## config.mk

```make
export PLATFORM = sky130hd
export DESIGN_NAME = pcileech_tlps64_tx_arbiter
export DESIGN_NICKNAME = d
export VERILOG_FILES = /design/src/rtl/pcileech_tlp_arb_pkg.sv /design/src/rtl/pcileech_axis_skid64.sv /design/src/rtl/pcileech_tlps64_tx_arbiter.sv
export SDC_FILE = /design/constraint.sdc
export NUM_CORES = 1
export LEC_CHECK = 0
export ABC_AREA = 1
export CORE_MARGIN = 8
export CORE_UTILIZATION = 43
export DETAILED_ROUTE_END_ITERATION = 7
export PLACE_DENSITY_LB_ADDON = 0.05
export SETUP_SLACK_MARGIN = 0.15
export SYNTH_ARGS = -nofsm -noshare
export SYNTH_HDL_FRONTEND = slang
export SYNTH_SLANG_ARGS = --single-unit
```

## constraint.sdc

```tcl
create_clock -name clk -period 3.1 [get_ports clk]
set_clock_uncertainty 0.1 [all_clocks]
set_input_delay 0.465 -clock clk [delete_from_list [all_inputs] [get_ports clk]]
set_output_delay 0.465 -clock clk [all_outputs]
set_load 0.05 [all_outputs]
```

## src/rtl/pcileech_tlp_arb_pkg.sv

```systemverilog
// Shared types and helpers for the TLP TX arbiter.
// rr_pick implements the round-robin search used at each packet boundary.
package pcileech_tlp_arb_pkg;

  typedef enum logic [0:0] {
    S_IDLE = 1'b0,
    S_BUSY = 1'b1
  } arb_state_t;

  // Widest source set the helper supports; callers zero-extend their request vector.
  localparam int MAX_SRC = 8;
  localparam int SEL_W   = 3;

  // Winner is the first requester found searching upward from ptr+1, wrapping at n.
  // The loop runs from the far end back toward ptr+1 so the closest hit is written last.
  function automatic logic [SEL_W-1:0] rr_pick(
    input logic [MAX_SRC-1:0] req,
    input logic [SEL_W-1:0]   ptr,
    input int                 n
  );
    logic [SEL_W-1:0] win;
    int               idx;
    win = 3'd0;
    idx = 0;
    for (int k = MAX_SRC; k > 0; k--) begin
      if (k <= n) begin
        idx = (int'(ptr) + k) % n;
        if (req[idx[SEL_W-1:0]]) begin
          win = idx[SEL_W-1:0];
        end else begin
          win = win;
        end
      end else begin
        win = win;
      end
    end
    return win;
  endfunction

endpackage

```

## src/rtl/pcileech_axis_skid64.sv

```systemverilog
// Two-entry data/keep/last buffer with ready/valid on both sides.
// The core-facing outputs come straight from the head register, and the
// upstream ready depends only on occupancy, so neither side sees a combinational
// path through this block.
module pcileech_axis_skid64 #(
  parameter int DATA_W = 64,
  parameter int KEEP_W = DATA_W / 8
) (
  input  logic              clk,
  input  logic              rst_n,
  input  logic [DATA_W-1:0] in_data_i,
  input  logic [KEEP_W-1:0] in_keep_i,
  input  logic              in_last_i,
  input  logic              in_valid_i,
  output logic              in_ready_o,
  output logic [DATA_W-1:0] out_data_o,
  output logic [KEEP_W-1:0] out_keep_o,
  output logic              out_last_o,
  output logic              out_valid_o,
  input  logic              out_ready_i
);

  logic [1:0]        cnt_q, cnt_d;
  logic [DATA_W-1:0] head_data_q, head_data_d, tail_data_q, tail_data_d;
  logic [KEEP_W-1:0] head_keep_q, head_keep_d, tail_keep_q, tail_keep_d;
  logic              head_last_q, head_last_d, tail_last_q, tail_last_d;
  logic              push_s, pop_s;

  assign in_ready_o  = (cnt_q != 2'd2);
  assign out_valid_o = (cnt_q != 2'd0);
  assign out_data_o  = head_data_q;
  assign out_keep_o  = head_keep_q;
  assign out_last_o  = head_last_q;
  assign push_s      = in_valid_i & in_ready_o;
  assign pop_s       = out_valid_o & out_ready_i;

  // Entry update: head always holds the oldest beat, tail only used when two are held.
  always_comb begin
    cnt_d       = cnt_q;
    head_data_d = head_data_q;
    head_keep_d = head_keep_q;
    head_last_d = head_last_q;
    tail_data_d = tail_data_q;
    tail_keep_d = tail_keep_q;
    tail_last_d = tail_last_q;
    case ({push_s, pop_s})
      2'b10: begin
        if (cnt_q == 2'd0) begin
          head_data_d = in_data_i;
          head_keep_d = in_keep_i;
          head_last_d = in_last_i;
          cnt_d       = 2'd1;
        end else begin
          tail_data_d = in_data_i;
          tail_keep_d = in_keep_i;
          tail_last_d = in_last_i;
          cnt_d       = 2'd2;
        end
      end
      2'b01: begin
        if (cnt_q == 2'd2) begin
          head_data_d = tail_data_q;
          head_keep_d = tail_keep_q;
          head_last_d = tail_last_q;
          cnt_d       = 2'd1;
        end else begin
          cnt_d = 2'd0;
        end
      end
      2'b11: begin
        // Push and pop together can only happen with exactly one entry held.
        head_data_d = in_data_i;
        head_keep_d = in_keep_i;
        head_last_d = in_last_i;
      end
      default: begin
        cnt_d = cnt_q;
      end
    endcase
  end

  // Buffer registers, cleared to an empty zeroed state on reset.
  always_ff @(posedge clk or negedge rst_n) begin
    if (!rst_n) begin
      cnt_q       <= 2'd0;
      head_data_q <= '0;
      head_keep_q <= '0;
      head_last_q <= 1'b0;
      tail_data_q <= '0;
      tail_keep_q <= '0;
      tail_last_q <= 1'b0;
    end else begin
      cnt_q       <= cnt_d;
      head_data_q <= head_data_d;
      head_keep_q <= head_keep_d;
      head_last_q <= head_last_d;
      tail_data_q <= tail_data_d;
      tail_keep_q <= tail_keep_d;
      tail_last_q <= tail_last_d;
    end
  end

endmodule

```

## src/rtl/pcileech_tlps64_tx_arbiter.sv

```systemverilog
// Packet-level round-robin arbiter in front of the PCIe core TX stream.
// A source keeps the grant for a whole TLP; a per-packet beat limit forces
// release of runaway packets. Output path is registered through a 2-entry skid.
module pcileech_tlps64_tx_arbiter
  import pcileech_tlp_arb_pkg::*;
#(
  parameter int NUM_SRC   = 4,
  parameter int DATA_W    = 64,
  parameter int MAX_BEATS = 64,
  localparam int KEEP_W   = DATA_W / 8,
  localparam int IDX_W    = $clog2(NUM_SRC)
) (
  input  logic                      clk,
  input  logic                      rst_n,
  input  logic [NUM_SRC-1:0]        tx_en,
  input  logic [NUM_SRC*DATA_W-1:0] s_data,
  input  logic [NUM_SRC*KEEP_W-1:0] s_keep,
  input  logic [NUM_SRC-1:0]        s_last,
  input  logic [NUM_SRC-1:0]        s_valid,
  output logic [NUM_SRC-1:0]        s_ready,
  output logic [DATA_W-1:0]         m_data,
  output logic [KEEP_W-1:0]         m_keep,
  output logic                      m_last,
  output logic                      m_valid,
  input  logic                      m_ready,
  output logic [IDX_W-1:0]          grant_idx,
  output logic                      busy,
  output logic                      err_len,
  output logic                      err_keep
);

  localparam int CNT_W = $clog2(MAX_BEATS + 1);

  arb_state_t         state_q, state_d;
  logic [IDX_W-1:0]   grant_q, grant_d;
  logic [IDX_W-1:0]   rr_ptr_q, rr_ptr_d;
  logic [CNT_W-1:0]   beat_cnt_q, beat_cnt_d;
  logic               err_len_q, err_len_d;
  logic               err_keep_q, err_keep_d;

  logic [NUM_SRC-1:0] req_s;
  logic [MAX_SRC-1:0] req_ext_s;
  logic [IDX_W-1:0]   pick_s;
  logic [DATA_W-1:0]  src_data_s;
  logic [KEEP_W-1:0]  src_keep_s;
  logic               src_last_s;
  logic               src_valid_s;
  logic               skid_in_ready_s;
  logic               acc_s;
  logic               cap_s;

  assign req_s     = s_valid & tx_en;
  assign req_ext_s = MAX_SRC'(req_s);
  assign pick_s    = IDX_W'(rr_pick(req_ext_s, SEL_W'(rr_ptr_q), NUM_SRC));

  // The granted source drives the skid input; the mux is static between grants.
  assign src_data_s  = s_data[int'(grant_q) * DATA_W +: DATA_W];
  assign src_keep_s  = s_keep[int'(grant_q) * KEEP_W +: KEEP_W];
  assign src_last_s  = s_last[grant_q];
  assign src_valid_s = s_valid[grant_q];

  assign acc_s = (state_q == S_BUSY) & src_valid_s & skid_in_ready_s;
  // Beat that reaches the limit without its own last gets cut here.
  assign cap_s = ~src_last_s & (beat_cnt_q == CNT_W'(MAX_BEATS - 1));

  // Only the granted source sees ready, and only while a packet is open.
  always_comb begin
    s_ready = '0;
    if (state_q == S_BUSY) begin
      s_ready[grant_q] = skid_in_ready_s;
    end else begin
      s_ready = '0;
    end
  end

  // Arbitration and packet tracking next-state.
  always_comb begin
    state_d    = state_q;
    grant_d    = grant_q;
    rr_ptr_d   = rr_ptr_q;
    beat_cnt_d = beat_cnt_q;
    err_len_d  = err_len_q;
    err_keep_d = err_keep_q;
    case (state_q)
      S_IDLE: begin
        beat_cnt_d = '0;
        if (|req_s) begin
          grant_d  = pick_s;
          rr_ptr_d = pick_s;
          state_d  = S_BUSY;
        end else begin
          state_d = S_IDLE;
        end
      end
      S_BUSY: begin
        if (acc_s) begin
          if (!src_last_s && (src_keep_s != {KEEP_W{1'b1}})) begin
            err_keep_d = 1'b1;
          end else begin
            err_keep_d = err_keep_q;
          end
          if (src_last_s) begin
            state_d    = S_IDLE;
            beat_cnt_d = '0;
          end else if (cap_s) begin
            err_len_d  = 1'b1;
            state_d    = S_IDLE;
            beat_cnt_d = '0;
          end else begin
            beat_cnt_d = beat_cnt_q + CNT_W'(1);
          end
        end else begin
          state_d = S_BUSY;
        end
      end
      default: begin
        state_d = S_IDLE;
      end
    endcase
  end

  // Arbiter state registers; rr pointer starts at the top so source 0 wins first.
  always_ff @(posedge clk or negedge rst_n) begin
    if (!rst_n) begin
      state_q    <= S_IDLE;
      grant_q    <= '0;
      rr_ptr_q   <= IDX_W'(NUM_SRC - 1);
      beat_cnt_q <= '0;
      err_len_q  <= 1'b0;
      err_keep_q <= 1'b0;
    end else begin
      state_q    <= state_d;
      grant_q    <= grant_d;
      rr_ptr_q   <= rr_ptr_d;
      beat_cnt_q <= beat_cnt_d;
      err_len_q  <= err_len_d;
      err_keep_q <= err_keep_d;
    end
  end

  assign grant_idx = grant_q;
  assign busy      = (state_q == S_BUSY);
  assign err_len   = err_len_q;
  assign err_keep  = err_keep_q;

  pcileech_axis_skid64 #(
    .DATA_W (DATA_W),
    .KEEP_W (KEEP_W)
  ) u_skid (
    .clk         (clk),
    .rst_n       (rst_n),
    .in_data_i   (src_data_s),
    .in_keep_i   (src_keep_s),
    .in_last_i   (src_last_s | cap_s),
    .in_valid_i  (acc_s),
    .in_ready_o  (skid_in_ready_s),
    .out_data_o  (m_data),
    .out_keep_o  (m_keep),
    .out_last_o  (m_last),
    .out_valid_o (m_valid),
    .out_ready_i (m_ready)
  );

endmodule

```

# ---- Word level (Yosys, flattened, before mapping)
# Cells that the tools add are included.
dict set report op_classes {
  add_sub_neg 5
  order_cmp 6
  eq_ne 10
  shift 2
  muxes 40
  n_bitwise 15
  n_reduce_logical 17
}
# operator count
set ops {}
lappend ops {{256-bit by 9-bit indexed part select with 64-bit output} 1}
lappend ops {{64-bit case mux with 3 select lines} 1}
lappend ops {{64-bit 2-to-1 mux} 2}
lappend ops {{32-bit by 6-bit indexed part select with 8-bit output} 1}
lappend ops {{8-bit case mux with 3 select lines} 1}
lappend ops {{7-bit 2-to-1 mux} 3}
lappend ops {{3-bit by 4-bit < comparator with 1-bit output, second input constant} 4}
lappend ops {{8-bit 2-to-1 mux} 2}
lappend ops {{1-bit 2-to-1 mux} 14}
lappend ops {{7-bit case mux with 2 select lines} 1}
lappend ops {{1-bit binary-select mux with 3-bit select} 4}
lappend ops {{2-bit 2-to-1 mux} 5}
lappend ops {{4-bit AND} 2}
lappend ops {{8-bit inequality test, second input constant} 1}
lappend ops {{2-bit OR reduction} 4}
lappend ops {{7-bit by 1-bit adder with 7-bit output, second input constant} 1}
lappend ops {{7-bit by 6-bit == test with 1-bit output, second input constant} 1}
lappend ops {{2-bit == test, second input constant} 3}
lappend ops {{2-bit by 1-bit inequality test with 1-bit output, second input constant} 3}
lappend ops {{3-bit AND reduction} 2}
lappend ops {{1-bit AND} 5}
lappend ops {{2-bit by 1-bit adder with 2-bit output, second input constant} 2}
lappend ops {{2-bit adder, second input constant} 2}
lappend ops {{1-bit AND, first input constant} 4}
lappend ops {{20 further kinds} 26}
dict set report word_totals {
  ff_bits 162
  inputBits 303
  out_inout_bits 83
  word_cells 108
}

# ---- Depth between registers and ports, before layout
# Gate-level depths: netlist (run 1).
dict set report logic_depth {
  depth_word 9
  depth_mapped 15
}

# ---- By module
# From an unflattened synthesis (run 1), not the netlist that was laid out.
dict set report hier_totals {
  hier_cells 1249
  hier_area_um2 9242.6
}
# module instances cells_per_inst area_each_um2 seq_area_each_um2
set by_module_without_submodules {}
lappend by_module_without_submodules {pcileech_axis_skid64 1 808 6626.4 3703.6}
lappend by_module_without_submodules {pcileech_tlps64_tx_arbiter 1 441 2616.3 352.8}

# ---- Worst setup path before layout (run 1)
# OpenSTA, ideal clock, no wires.
dict set report synth_path {
  path_kind {register to output}
  startpoint {register state_q, in the netlist busy}
  endpoint {output s_ready[0]}
  t_arrival_ns 2.062
  path_slack_ns 0.473
  stages_incl_launch_ff 5
  n_path_buf 0
  path_cell_list {dfrtp_1 -> inv_1 -> nor2_1 -> inv_1 -> nor3_1}
}
dict set report synth_via {
  elab_chain_len 1
}
# element line_no
set synth_rtl {}
lappend synth_rtl {{start: declaration} pcileech_tlps64_tx_arbiter.sv:34} ;# arb_state_t state_q, state_d;
lappend synth_rtl {{start signal: assignment} pcileech_tlps64_tx_arbiter.sv:132} ;# state_q <= state_d;
lappend synth_rtl {{4-bit 2-to-1 mux} pcileech_tlps64_tx_arbiter.sv:69} ;# if (state_q == S_BUSY) begin
lappend synth_rtl {{end: declaration} pcileech_tlps64_tx_arbiter.sv:20} ;# output logic [NUM_SRC-1:0] s_ready,
# Every way passes these cells.

# ---- Worst setup path in the final report (run 1)
dict set report layout_path {
  startpoint {register u_skid.cnt_q[1]}
  endpoint {output s_ready[3]}
}
dict set report layout_via {
  elab_chain_len 3
}
# element line_no
set layout_rtl {}
lappend layout_rtl {{start: declaration} pcileech_axis_skid64.sv:23} ;# logic [1:0] cnt_q, cnt_d;
lappend layout_rtl {{start signal: assignment} pcileech_axis_skid64.sv:93} ;# cnt_q <= cnt_d;
lappend layout_rtl {{2-bit inequality test} pcileech_axis_skid64.sv:29} ;# assign in_ready_o = (cnt_q != 2'd2);
lappend layout_rtl {{4-bit AND (no source line)} -}
lappend layout_rtl {{4-bit 2-to-1 mux} pcileech_tlps64_tx_arbiter.sv:69}
# Every way passes these cells.

==> results of run 1 <==
-- cells in the final DEF (no fill, tap or decap), types with 2 or more instances in the layout --
master and n:
mux2_2 25, inv_1 16, buf_12 6, nor2_1 115, dlymetal6s2s_1 3, xnor2_1 2
o21ai_0 98, dfstp_2 2, buf_4 8, nand4_2 3, clkdlybuf4s50_1 381, inv_2 4
nand4_1 24, clkbuf_16 17, o21ai_1 25, clkbuf_1 4, ha_1 3, nand3_1 29
dfrtp_1 160, nor2_4 4, nor3_1 3, o211ai_1 15, a21oi_1 4, nand3b_1 2
bufinv_16 6, a31oi_1 48, a22oi_1 94, clkinvlp_4 2, nand2_1 293
-- state kept, by name, summed over array words and instances (netlist names) --
register / flops
err_keep: 1
beat_cnt_q: 7
busy: 1
u_skid.out_keep_o: 8
u_skid.tail_last_q: 1
err_len: 1
u_skid.cnt_q: 2
u_skid.tail_keep_q: 8
u_skid.out_last_o: 1
u_skid.tail_data_q: 64
grant_idx: 2
u_skid.out_data_o: 64
rr_ptr_q: 2
-- cell families (layout without fill, tap and decap cells) --
logic type	count (synthesis)	in the layout	share of synthesized area, %
XOR/XNOR	3	3	0.3044
AND/OR/NAND/NOR	476	476	22.46
flip-flops	162	162	46.98
AO/OA/AOI/OAI	289	289	20.75
multiplexers	25	25	3.260
adder cells (fa/ha/maj)	4	4	0.5796
buffers and inverters	97	452	5.666
-- area by class of cell --
class / count / area, um2
clock buffers: 22 / 454.2
multi-input cells: 797 / 4123
well taps: 270 / 337.8
clock inverters: 10 / 209.0
inverters: 20 / 75.07
flip-flops and latches: 162 / 4056
repair buffers: 400 / 4053
fillers: 1679 / 6666
-- power by group --
| part | internal [mW] | leakage (nW) | switching, mW |
|---|---|---|---|
| Sequential | 3.20 | 1.94 | 0.587 |
| Clock | 1.53 | 0.315 | 0.835 |
| Combinational | 3.08 | 3.35 | 5.82 |
| Total | 7.81 | 5.60 | 7.24 |
-- layer usage --
layer,part of all wire [%],vias up,global-route usage [%]
met5,0,-,0
met2,50,307,43.02
met3,8.4,36,7.016
met1,40,4262,30.29
met4,1.6,0,5.984
li1,-,4358,-
-- final timing paths --
check,cells past startpoint,end
min in group asynchronous,2,u_skid.out_data_o[38]$_DFFE_PN0P_
setup reg to reg,15,u_skid.out_data_o[29]$_DFFE_PN0P_
max in group asynchronous,3,rr_ptr_q[1]$_DFFE_PN1P_
hold reg to reg,2,err_keep$_DFFE_PN0P_
setup / recovery,6,s_ready[3]
hold / removal,2,err_keep$_DFFE_PN0P_
-- worst max-delay path: stages, from the launching register on --
cell	delay [ps]
dfrtp_1	380
inv_1	70
nor2_1	90
nor2_1	190
inv_1	110
nor2_1	100
clkdlybuf4s50_1	820
-- stage by stage --
| stage | instances | power, mW |
|---|---|---|
| after global placement | 1648 | 12.53 |
| after CTS | 1681 | 15.16 |
| final | 1681 | 15.05 |
| after floorplan | 1056 | 9.728 |
| after global routing | 1681 | 16.11 |
| after detailed placement | 1648 | 12.74 |
-- timing repair --
action / in CTS / in global routing
hold buffers: 1 / 0
resized for setup: 0 / 3
setup endpoints to repair: 0 / 3
hold endpoints to repair: 61 / 0
==> results.yml, run 1 <==
clock_network:
  post_cts_buffers: 0
  cts_num_sinks: 162
  cts_max_level: 4
  clkSlewWorstSetupHoldPaths_ps: 60
  clock_latency_ps: 420
  cts_root_buf: "clkbuf_16"
  clockBufferDepth: 2
  cts_inserted_buffers: 17
  cts_tree: "yes"
logic_synthesis:
  synthArstFlopShare_pct: 100.0
  synth.most_common_cell: "nand2_1"
  synthFlopType: "dfrtp_1"
  synth_edf_count: 0
  synth_seq_area_share_pct: 46.98
  yosys.area.top_type: "dfrtp_1"
  synth_area_mm2: 0.008635
  synth_seq_cells: 162
  synthTopCellsByCount: "293 x nand2_1, 160 x dfrtp_1, 115 x nor2_1"
  yosysWarnings: 0
  yosysTopAreaCellShare_pct: 46.37
  syn_avg_cell_area_um2: 8.177
  synth_area_leaders: "dfrtp_1 46%, nand2_1 13%, a22oi_1 8.2%"
  synth.distinct_cells: 33
  syn-instance-count: 1056
  synth_nets: 1363
timing:
  tightest_slew_ps: 890.4
  post-route-period-util_pct: 88.65
  setup_violations: 0
  max_freq_mhz: 363.9
  grt_setup_unrepaired: "false"
  slew_headroom_pct: 40.64
  hold_viol: 0
  tns_ps: 0
  whs_ps: 364.9
  period_minus_slack_ps: 2748
  drv_slew: 0
  fin_ws_ps: 351.9
cells_and_area:
  fin_util_pct: 66.62
  area_growth_pct: 54.12
  layout-drive-gt1-share_pct: 6.095
  nets: 1705
  fin_area_mm2: 0.01331
  diodes: 0
global_routing:
  grtUsageTotal_pct: 24.96
  grt_max_degree: 90
  grt_pass1_vias: 8937
  grt_overflow: 0
  grt_pass1_wl_mm: 48.66
  antenna_found_initial: 0
drt:
  drtIter0Drc: 634
  drcViolationCount: 0
  routed_wl_mm: 31.89
  ant_nets: 0
  drt_pass1_iterations: 7
  wire_per_inst_um: 18.97
  via_count: 8963
  via_per_inst: 5.332
power:
  ir_drop_mv: 1.439
  powerDensity_mw_per_mm2: 1131
  p_leak_nw: 5.595
run:
  maxCapViolCount: 0
floorplan:
  core_region_area_mm2: 0.01997
  die_h_um: 157.7
  die-area_mm2: 0.02487
  dieWidth_um: 157.7
  ios: 386
  start_util_pct: 43.23
  rows: 52
critical_path:
  r2r_start: "grant_idx[0]$_DFFE_PN0P_"
  timing.reg2reg.setup_slack_ps: 470
  crit_start: "u_skid.cnt_q[1]$_DFFE_PN0P_"
  crit_type: "reg2out"
  critical_path_peak_fanout: 4
  critPathLaunchType: "flip-flop"
  cp_data_arrival_time_ps: 2180
  critPathCaptureType: "output port"
  crit_required_ps: 2530
min_path:
  hold_path_startpoint: "err_keep$_DFFE_PN0P_"
  min_path_type: "reg2reg"
status:
  outcome: "complete, no violations"
place:
  io_buffers: 385
  gp_routability_congestion: 0.8728
  dp_hpwl_mm: 22.92
  place_ws_ps: 208.4
  dpl_cell_area_mm2: 0.01263
(Power assumes the default switching activity.)
==> inputs of run 2 (changes only) <==
--- a/config.mk
+++ b/config.mk
@@ -8,6 +8,7 @@
 export ABC_AREA = 1
 export CORE_MARGIN = 8
 export CORE_UTILIZATION = 43
+export CTS_CLUSTER_DIAMETER = 60
 export DETAILED_ROUTE_END_ITERATION = 7
 export PLACE_DENSITY_LB_ADDON = 0.05
 export SETUP_SLACK_MARGIN = 0.15
==> results of run 2 <==
The final DEF is identical to that of run 1; final timing and power are the same.
